==> config.mk <==
export PLATFORM = sky130hd
export DESIGN_NAME = hilo_port_arbiter
export DESIGN_NICKNAME = d
export VERILOG_FILES = /design/src/rtl/hilo_pkg.sv /design/src/rtl/hilo_port_arbiter.sv
export SDC_FILE = /design/constraint.sdc
export NUM_CORES = 1
export LEC_CHECK = 0
export CAP_MARGIN = 20
export CORE_MARGIN = 1
export CORE_UTILIZATION = 60
export DETAILED_ROUTE_END_ITERATION = 8
export DONT_BUFFER_PORTS = 1
export PLACE_DENSITY_LB_ADDON = 0.2
export RECOVER_POWER = 50
export SLEW_MARGIN = 10
export SYNTH_ARGS = -nofsm -noshare
export SYNTH_HDL_FRONTEND = slang
export SYNTH_SLANG_ARGS = --single-unit
==> constraint.sdc <==
create_clock -name clk -period 2.4 [get_ports clk]
set_clock_uncertainty 0.05 [all_clocks]
set_input_delay 0.24 -clock clk [delete_from_list [all_inputs] [get_ports clk]]
set_output_delay 0.24 -clock clk [all_outputs]
set_load 0.05 [all_outputs]
==> src/rtl/hilo_pkg.sv <==
// Shared types for the HI/LO write-port arbiter: FSM state encoding and the HI/LO field layout.
package hilo_pkg;

    typedef enum logic [1:0] {
        IDLE    = 2'd0,
        BUSY    = 2'd1,
        HOLD    = 2'd2,
        DISCARD = 2'd3
    } hl_state_t;

    localparam int         HL_HI_MSB    = 63;
    localparam int         HL_LO_MSB    = 31;
    localparam logic [7:0] DROP_CNT_MAX = 8'hFF;

endpackage

==> src/rtl/hilo_port_arbiter.sv <==
// Shares the HI/LO write port between WB and the divider; a divide result is granted 1+ cycles after div_valid.
// WB always wins the port; the buffered result waits in HOLD, and ID is stalled on HI/LO access while a divide is outstanding.
module hilo_port_arbiter
    import hilo_pkg::*;
#(
    parameter int HL_W = HL_HI_MSB + 1
) (
    input  logic            clk,
    input  logic            rst,
    input  logic            div_start,
    input  logic            div_valid,
    input  logic [HL_W-1:0] div_result,
    input  logic            pipe_flush,
    input  logic            id_hl_access,
    input  logic            wb_hl_we,
    input  logic [HL_W-1:0] wb_hl_data,
    output logic            hl_write_enable_from_wb,
    output logic [HL_W-1:0] hl_data,
    output logic            hl_stall,
    output logic            div_busy,
    output logic [7:0]      div_drop_cnt
);

    hl_state_t       state_q, state_d;
    logic [HL_W-1:0] hl_buf_q, hl_buf_d;
    logic [7:0]      drop_cnt_q, drop_cnt_d;
    logic            drop_evt;
    logic            grant;

    always_ff @(posedge clk) begin
        if (!rst) begin
            state_q    <= IDLE;
            hl_buf_q   <= '0;
            drop_cnt_q <= '0;
        end else begin
            state_q    <= state_d;
            hl_buf_q   <= hl_buf_d;
            drop_cnt_q <= drop_cnt_d;
        end
    end

    always_comb begin
        state_d    = state_q;
        hl_buf_d   = hl_buf_q;
        drop_cnt_d = drop_cnt_q;
        drop_evt   = 1'b0;
        case (state_q)
            IDLE: begin
                if (div_start && !pipe_flush) begin
                    state_d = BUSY;
                end
            end
            BUSY: begin
                // A flush coinciding with the result kills it outright; no HOLD detour.
                if (div_valid && pipe_flush) begin
                    state_d  = IDLE;
                    drop_evt = 1'b1;
                end else if (div_valid) begin
                    state_d  = HOLD;
                    hl_buf_d = div_result;
                end else if (pipe_flush) begin
                    state_d = DISCARD;
                end
            end
            HOLD: begin
                // The divide is older than anything a flush removes, so only WB can delay it.
                if (!wb_hl_we) begin
                    state_d = IDLE;
                end
            end
            DISCARD: begin
                if (div_valid) begin
                    state_d  = IDLE;
                    drop_evt = 1'b1;
                end
            end
            default: state_d = IDLE;
        endcase
        if (drop_evt && (drop_cnt_q != DROP_CNT_MAX)) begin
            drop_cnt_d = drop_cnt_q + 8'd1;
        end
    end

    // Outputs are forced low while rst is asserted, including the registered views.
    always_comb begin
        grant                   = 1'b0;
        hl_write_enable_from_wb = 1'b0;
        hl_data                 = '0;
        hl_stall                = 1'b0;
        div_busy                = 1'b0;
        div_drop_cnt            = '0;
        if (rst) begin
            grant                   = (state_q == HOLD) && !wb_hl_we;
            hl_write_enable_from_wb = wb_hl_we | grant;
            hl_data                 = wb_hl_we ? wb_hl_data : hl_buf_q;
            hl_stall                = id_hl_access && (state_q != IDLE);
            div_busy                = (state_q != IDLE);
            div_drop_cnt            = drop_cnt_q;
        end
    end

endmodule
==> qor.yml <==
layout_common_cells: "nand2_1, nor2_1, dfxtp_1"
max_cap_viol_count: 0
layout.area.seq_um2: 1481
cts_tree: "done"
synth_seq_area_share_pct: 39.19
fmax_ghz: 0.5049
nFillCells: 420
synth-async-reset-ratio_pct: 0
fin_crit_sh_pct: 82.52
grt_pass1_wl_um: 16540
power.density_nw_per_um2: 558.9
worstPathMaxFanout: 51
cts.path.max_buffers: 2
final_nets: 735
grt_use_total_pct: 33.10
drtPass1Iterations: 5
post_cts_buffers: 0
syn_nets: 630
tightest_slew_ns: 0.8813
rsz0062_at_grt: "no"
synthTopCellsByArea: "dfxtp_1, mux2i_1, nand2_1"
clock-sinks: 74
cts_made_buffers: 9
slowest_delay_ns: 0.61
die_w_um: 81.37
clk_pin_slew_worst_paths_ns: 0.07
grt_max_degree: 67
status: "finished clean"
synthFlopType: "dfxtp_1"
end_kind: "output port"
cp_top_family: "buffers and inverters"
path_buf_inv: 3
p_leak_nw: 1.896
wl_um: 11450
synth_edf_count: 0
path_cells: "inv_2 -> clkbuf_2 -> nor2_1 -> clkbuf_2"
area_growth_pct: 27.24
gr-max-usage-layer: "met2"
r2r_cells: 4
synth_top_area_cell: "dfxtp_1"
vias: 3841
drive_above_1_share_pct: 6.977
io_buffer_count: 0
ant_nets: 0
cpMostUsedCell: "clkbuf_2"
critPathKind: "in -> out"
slew_headroom_pct: 41.16
yosysTopAreaCellShare_pct: 39.19
drv_slew: 0
grt_util_met1_pct: 37.00
synth_area_um2: 3780
final_hold_viol_count: 0
cp.required_ns: 2.11
final_common_cell: "nand2_1"
cts-root-buf: "clkbuf_8"
diodes: 0
timing.final.crit_period_ns: 1.981
worst-path-stages: 4
rows: 28
avgSynthCellArea_um2: 7.652
worst_setup_path_start_kind: "primary input"
die_h_um: 81.37
viasPerCell: 5.674
tns_ns: 0
min_path_type: "in -> reg"
total_power_mw: 2.688
crit_slowest_cell: "inv_2"
wl_per_cell_um: 16.91
arrival_ns: 1.69
setup_viol: 0
grt-ovfl-total: 0
start_util_pct: 63.10
multi_input_area_um2: 2083
dp_hpwl_um: 7078
ys_warn_count: 0
antenna_found_initial: 0
ioPinCount: 210
first_global_vias: 3584
coreArea_um2: 5991
remaining_drc_errors: 0
insertion_delay_ns: 0.34
synth-seq-cells: 74
peakVddDrop_v: 0.0005535
htreeDepth: 3
met3_usage_pct: 5.843
dr.first_iter.drc_count: 187
min_path_cells: 2
ctsResizeCount: 0
fp.dieArea_um2: 6621
use_met2_pct: 59.58
gp_congestion: 0.8119
synth_cells: 494
synth_cell_types: 31
[timing repair]
item	CTS	global route
endpoints found under the hold margin	55	0
endpoints found under the setup margin	0	0
hold buffers	55	0
[synthesized netlist by cell type (all sizes together), types with 2 or more instances]
cell type / count
nand2: 131
dfxtp: 74
nor2: 74
a21oi: 70
mux2i: 65
buf: 28
clkbuf: 9
inv: 7
and2: 5
a211oi: 4
and3: 3
mux2: 3
nor2b: 3
a2111oi: 2
a31oi: 2
and4: 2
nor3b: 2
o21ai: 2
[registers in the layout, indices dropped and copies added, names as in the netlist]
signal      cells
drop_cnt_q      8
hl_buf_q       64
state_q         2
[layer usage]
| metal | vias up | routed length [µm] |
|---|---|---|
| met5 | - | 0 |
| met4 | 0 | 406 |
| met3 | 31 | 806 |
| met2 | 201 | 5892 |
| met1 | 1763 | 4340 |
| li1 | 1846 | - |
[where the power goes]
part | internal (mW) | leakage, nW | total, mW | switching [mW]
clock network | 0.522 | 0.101 | 0.952 | 0.429
registers | 1.25 | 0.597 | 1.26 | 0.0136
logic | 0.167 | 1.20 | 0.477 | 0.311
[final timing paths]
kind,from,endpoint,slack (ns)
worst max register to register,state_q[1],hl_buf_q[42],0.64
worst min register to register,hl_buf_q[19],hl_buf_q[19],0.41
worst max-delay path,rst,hl_data[21],0.42
worst min-delay path,rst,drop_cnt_q[1],0.005
[cells by family after synthesis]
kind of cell | synth area share [%]
AO/OA/AOI/OAI | 12.45
multiplexers | 18.11
AND/OR/NAND/NOR | 23.93
flip-flops | 39.19
adder cells (fa/ha/maj) | 0.3310
buffers and inverters | 5.991
[layout make-up]
type,count,share of cell area (%)
clock buffers,11,3.148
clock inverters,3,0.8325
repair buffers,131,19.41
multi-input cells,376,43.31
inverters,7,0.5463
flip-flops and latches,74,30.80
well taps,75,1.951
[stage by stage]
stage | setup WS, ns | cell area, µm² | instances | hold slack, ns | utilization [%]
5_1_grt | 0.3220 | 4810 | 677 | 0.006931 | 80.28
2_1_floorplan | 0.4044 | 3780 | 494 | 0.3260 | -
6_report | 0.4195 | 4810 | 677 | 0.004772 | 80.28
4_1_cts | 0.6679 | 5030 | 677 | 0.001476 | 83.96
3_5_place_dp | 0.7490 | 4288 | 608 | 0.3322 | 71.57
3_3_place_gp | 0.8190 | 4288 | 608 | 0.3291 | 71.57
No activity file was read; power rests on OpenSTA's default activity.
